`config.mk`:
```
export PLATFORM = sky130hd
export DESIGN_NAME = gate_bist
export DESIGN_NICKNAME = d
export VERILOG_FILES = /design/src/rtl/gate_bist.sv
export SDC_FILE = /design/constraint.sdc
export NUM_CORES = 1
export LEC_CHECK = 0
export BUFFER_PORTS_ARGS = -buffer_cell sky130_fd_sc_hd__buf_2
export CAP_MARGIN = 20
export CORE_AREA = 4 4 41 43
export CTS_CLUSTER_DIAMETER = 60
export DETAILED_ROUTE_END_ITERATION = 8
export DIE_AREA = 0 0 45 47
export PLACE_DENSITY = 0.75
export SLEW_MARGIN = 20
export SYNTH_ARGS = -nofsm -noshare
export SYNTH_HDL_FRONTEND = slang
export SYNTH_SLANG_ARGS = --single-unit
```
`constraint.sdc`:
```
create_clock -name i_clk -period 2.9 [get_ports i_clk]
set_input_delay 0.58 -clock i_clk [delete_from_list [all_inputs] [get_ports i_clk]]
set_output_delay 0.58 -clock i_clk [all_outputs]
set_load 0.01 [all_outputs]
```
`src/rtl/gate_bist.sv`:
```
// gate_bist: exhaustive-pattern self-test for a single combinational gate.
// Walks every input vector 0 .. 2**N_IN-1 into the gate under test, holds
// each for SETTLE cycles, then compares the gate output against TRUTH.
// Reports pass/fail, the mismatch count and the first failing vector.
//
// Parameters:
//   N_IN    number of gate inputs (1..4)
//   TRUTH   expected output per vector; bit i = expected Y for vector i
//   SETTLE  cycles each vector is held before sampling (>= 1)
//
// Ports:
//   i_clk        sole clock, rising edge
//   i_rst_n      asynchronous active-low reset
//   i_start      begin a sweep (honoured only in IDLE or DONE)
//   i_dut_y      output of the gate under test
//   o_dut_in     registered vector driven to the gate inputs
//   o_busy       sweep in progress (WAIT/CHECK)
//   o_done       level, high in DONE until the next accepted start
//   o_pass       high in DONE when no mismatch was seen
//   o_err_count  mismatches in the last sweep, saturating at 2**N_IN
//   o_fail_vec   first mismatching vector of the last sweep, 0 if none
//
// Build option:
//   GATE_BIST_STOP_ON_FAIL_EN  when defined, the first mismatch ends the
//                              sweep immediately and dut_in holds the
//                              failing vector.

module gate_bist #(
   parameter int unsigned               N_IN   = 2,
   parameter logic [(1 << N_IN) - 1:0]  TRUTH  = 4'b1000,
   parameter int unsigned               SETTLE = 1
) (
   input  logic            i_clk,
   input  logic            i_rst_n,
   input  logic            i_start,
   input  logic            i_dut_y,
   output logic [N_IN-1:0] o_dut_in,
   output logic            o_busy,
   output logic            o_done,
   output logic            o_pass,
   output logic [N_IN:0]   o_err_count,
   output logic [N_IN-1:0] o_fail_vec
);

   localparam int unsigned NVEC = 1 << N_IN;
   // Settle counter runs 0 .. SETTLE-1; keep at least one bit.
   localparam int unsigned CW   = (SETTLE > 1) ? $clog2(SETTLE) : 1;

   localparam logic [CW-1:0] CNT_LAST = CW'(SETTLE - 1);
   localparam logic [N_IN:0] ERR_MAX  = (N_IN + 1)'(NVEC);

   typedef enum logic [1:0] {
      S_IDLE  = 2'd0,
      S_WAIT  = 2'd1,
      S_CHECK = 2'd2,
      S_DONE  = 2'd3
   } state_t;

   state_t          r_state;
   state_t          w_state_nxt;
   logic [N_IN-1:0] r_dut_in;
   logic [N_IN-1:0] w_dut_in_nxt;
   logic [CW-1:0]   r_cnt;
   logic [CW-1:0]   w_cnt_nxt;
   logic [N_IN:0]   r_err;
   logic [N_IN:0]   w_err_nxt;
   logic [N_IN-1:0] r_fail;
   logic [N_IN-1:0] w_fail_nxt;

   logic            w_expected;
   logic            w_mismatch;
   logic            w_last_vec;

   assign w_expected = TRUTH[r_dut_in];
   assign w_mismatch = i_dut_y ^ w_expected;
   assign w_last_vec = &r_dut_in;

   // State and datapath registers
   always_ff @(posedge i_clk or negedge i_rst_n) begin
      if (!i_rst_n) begin
         r_state  <= S_IDLE;
         r_dut_in <= '0;
         r_cnt    <= '0;
         r_err    <= '0;
         r_fail   <= '0;
      end else begin
         r_state  <= w_state_nxt;
         r_dut_in <= w_dut_in_nxt;
         r_cnt    <= w_cnt_nxt;
         r_err    <= w_err_nxt;
         r_fail   <= w_fail_nxt;
      end
   end

   // Next-state and datapath update
   always_comb begin
      w_state_nxt  = r_state;
      w_dut_in_nxt = r_dut_in;
      w_cnt_nxt    = r_cnt;
      w_err_nxt    = r_err;
      w_fail_nxt   = r_fail;

      case (r_state)
         S_IDLE, S_DONE: begin
            if (i_start) begin
               w_dut_in_nxt = '0;
               w_err_nxt    = '0;
               w_fail_nxt   = '0;
               w_cnt_nxt    = '0;
               w_state_nxt  = S_WAIT;
            end
         end

         S_WAIT: begin
            if (r_cnt == CNT_LAST) begin
               w_state_nxt = S_CHECK;
            end else begin
               w_cnt_nxt = r_cnt + 1'b1;
            end
         end

         S_CHECK: begin
            if (w_mismatch) begin
               // First failure is captured while the count is still zero.
               if (r_err == '0) begin
                  w_fail_nxt = r_dut_in;
               end
               if (r_err != ERR_MAX) begin
                  w_err_nxt = r_err + 1'b1;
               end
            end
`ifdef GATE_BIST_STOP_ON_FAIL_EN
            if (w_mismatch || w_last_vec) begin
               w_state_nxt = S_DONE;
            end else begin
               w_dut_in_nxt = r_dut_in + 1'b1;
               w_cnt_nxt    = '0;
               w_state_nxt  = S_WAIT;
            end
`else
            // Last vector is terminal: dut_in never wraps.
            if (w_last_vec) begin
               w_state_nxt = S_DONE;
            end else begin
               w_dut_in_nxt = r_dut_in + 1'b1;
               w_cnt_nxt    = '0;
               w_state_nxt  = S_WAIT;
            end
`endif
         end

         default: begin
            w_state_nxt = S_IDLE;
         end
      endcase
   end

   // Status is decoded from the state register so reset clears it at once.
   assign o_dut_in    = r_dut_in;
   assign o_busy      = (r_state == S_WAIT) || (r_state == S_CHECK);
   assign o_done      = (r_state == S_DONE);
   assign o_pass      = (r_state == S_DONE) && (r_err == '0);
   assign o_err_count = r_err;
   assign o_fail_vec  = r_fail;

endmodule

```
==> reports/metrics.yaml <==
run_status:
  status: "complete, no violations"
clock_tree:
  cts_tree: "yes"
  cts_setup_buffers: 0
  clock_sinks: 9
  cts_max_level: 1
  postCtsResizedCells: 0
  cts_hold_buf: 0
  numCtsBuffers: 3
  path_clk_slew_ns: 0.07
  root_buffer: "clkbuf_4"
  clock_latency_ns: 0.27
  clockBufferDepth: 2
routing:
  viasPerCell: 5.35
  wl_per_cell_um: 12.6
  wl_um: 1170
  route.detailed.drc: 0
  vias: 498
  ant_nets: 0
  firstDrtPassIters: 2
  drtIter0Drc: 7
floorplanning:
  die_y_um: 47
  row_count: 13
  die-area_sq_um: 2120
  die_width_um: 45
  start_util: 0.460
  boundaryPins: 14
  core_area_sq_um: 1300
place:
  dp.cells: 89
  hpwlAfterDp_um: 878
  gp_congestion: 0.750
  io_buffers: 13
  pre_cts_slack_ns: 1.03
  place_area_sq_um: 678
synthesis:
  synth_area_sq_um: 598
  syn_nets: 73
  synth_largest_area_cell: "dfrtp_1"
  netlist_top_cells_area: "dfrtp_1 38%, ha_1 15%, inv_1 5.0%"
  ys_seq_area_frac: 0.377
  synth_cells: 62
  ys_ff_latch: 9
  synth_warnings: 0
  synth_cell_types: 25
  synth_top_area_frac: 0.377
  syn-mean-instance-area_sq_um: 9.65
sta:
  rsz0062_at_grt: "no"
  relSlewSlack: 0.625
  fin_setup_tns_ns: 0
  setup_viol: 0
  fin_crit_sh: 0.662
  min_period_ns: 1.92
  setup_ws_ns: 0.981
  fin_skew_ns: 0.00653
  timing.fmax_ghz: 0.521
  hold_viol: 0
  finalMaxSlewViolations: 0
  worst_pin_slew_ns: 0.547
critical_path:
  crit_family: "flip-flops"
  critical_path.max_stage_delay_ns: 0.42
  cp_max_fo: 5
  reg2reg_depth: 5
  cp.arrival_ns: 1.34
  crit_buf_inv: 2
  regToRegEndpoint: "o_fail_vec[0]"
  cp-end-kind: "output port"
  regToRegStartpoint: "r_state[0]"
  rrSetupSlack_ns: 1.00
  crit_type: "register to output port"
  slowest_stage: "dfrtp_1"
  required_ns: 2.32
  crit_path_start_kind: "register"
  critical_path.cell_chain: "inv_1 -> ha_1 -> nand2b_1 -> nor2_1 -> buf_2"
cells_and_area:
  drive_above_1_share: 0.244
  fin_area_sq_um: 704
  nets: 90
  layout_commonest_cell: "buf_2"
  nFillCells: 129
  most-common-layout-cells: "13 x buf_2, 9 x dfrtp_1, 8 x inv_1"
  diodes: 0
  layout.cells.non_filler: 93
  area.growth.synth_to_final_pct: 17.8
run:
  maxCapViolCount: 0
pwr:
  p_per_area_nw_per_um2: 912
  vdd_drop_max_uv: 434
  power.total_uw: 643
  power_leakage_nw: 0.388
worst_hold_path:
  min_path_type: "input port to async pin"
global_route:
  gr-total-overflow: 0
  grt_use_total: 0.130
  grt_pass1_wl_um: 1930
  grt_max_degree: 12
  antenna_found_initial: 0
  grt_pass1_vias: 462
## worst register-to-register path: stages, from the launching register on
cell and delay [ns]:
dfrtp_1 0.39, inv_1 0.08, ha_1 0.37, mux2i_1 0.52
a2111oi_0 0.16, a211o_1 0.25
## worst max-delay path by stage
stage	startpoint	to	cells past startpoint
after floorplan	o_dut_in[0]	o_err_count[1]	4
after global placement	r_state[0]	o_fail_vec[0]	5
after detailed placement	r_state[0]	o_fail_vec[0]	5
after CTS	o_err_count[0]	o_pass	5
after global routing	r_state[0]	o_fail_vec[1]	5
final	o_err_count[0]	o_pass	5
## Yosys cell counts (all sizes together)
cell type  number
a2111oi         2
a211o           2
a211oi          2
a21o            1
a21oi           2
a22o            2
and2            1
and3            3
clkbuf          1
dfrtp           9
ha              7
inv             8
mux2i           2
nand2           5
nand2b          3
nor2            2
nor2b           1
o21a            1
o21ai           2
o22a            1
o22ai           2
or2             1
or4b            1
xnor2           1
## flip-flops by register name, summed over array words and instances, names as in the netlist
| name | flops |
|---|---|
| o_fail_vec | 2 |
| o_dut_in | 2 |
| o_err_count | 3 |
| r_state | 2 |
## cell type report
type | count | area (sq um) | area share
clock buffers | 4 | 26.3 | 0.0373
inverters | 8 | 30.0 | 0.0426
multi-input cells | 44 | 339 | 0.481
flip-flops and latches | 9 | 225 | 0.320
well taps | 15 | 18.8 | 0.0266
repair buffers | 13 | 65.1 | 0.0924
## power by group
| group | internal, mW | leakage (nW) | switching [mW] | total [mW] |
|---|---|---|---|---|
| registers | 0.162 | 0.120 | 0.0387 | 0.200 |
| clock network | 0.0532 | 0.0150 | 0.0480 | 0.101 |
| logic | 0.146 | 0.253 | 0.195 | 0.341 |
| total | 0.361 | 0.388 | 0.282 | 0.643 |
## stage by stage
stage | util | hold slack [ns]
after global routing | 0.541 | 0.156
after CTS | 0.541 | 0.158
after floorplan | - | 0.284
after detailed placement | 0.521 | 0.444
final | 0.541 | 0.149
after global placement | 0.521 | 0.446
## kinds of logic (layout without fill, tap and decap cells)
family	Yosys count	in the layout	share of synthesized area
AO/OA/AOI/OAI	17	17	0.207
AND/OR/NAND/NOR	17	17	0.165
flip-flops	9	9	0.377
buffers and inverters	9	25	0.0565
adder cells (fa/ha/maj)	7	7	0.146
multiplexers	2	2	0.0335
XOR/XNOR	1	1	0.0146
## per-layer routing
layer	GRT usage	vias to the layer above	wire length [um]
met2	0.203	15	516
met5	0	-	0
met1	0.155	228	557
met3	0.0460	5	67
met4	0.0702	0	27
li1	-	250	-
No activity file was read; power rests on OpenSTA's default activity.
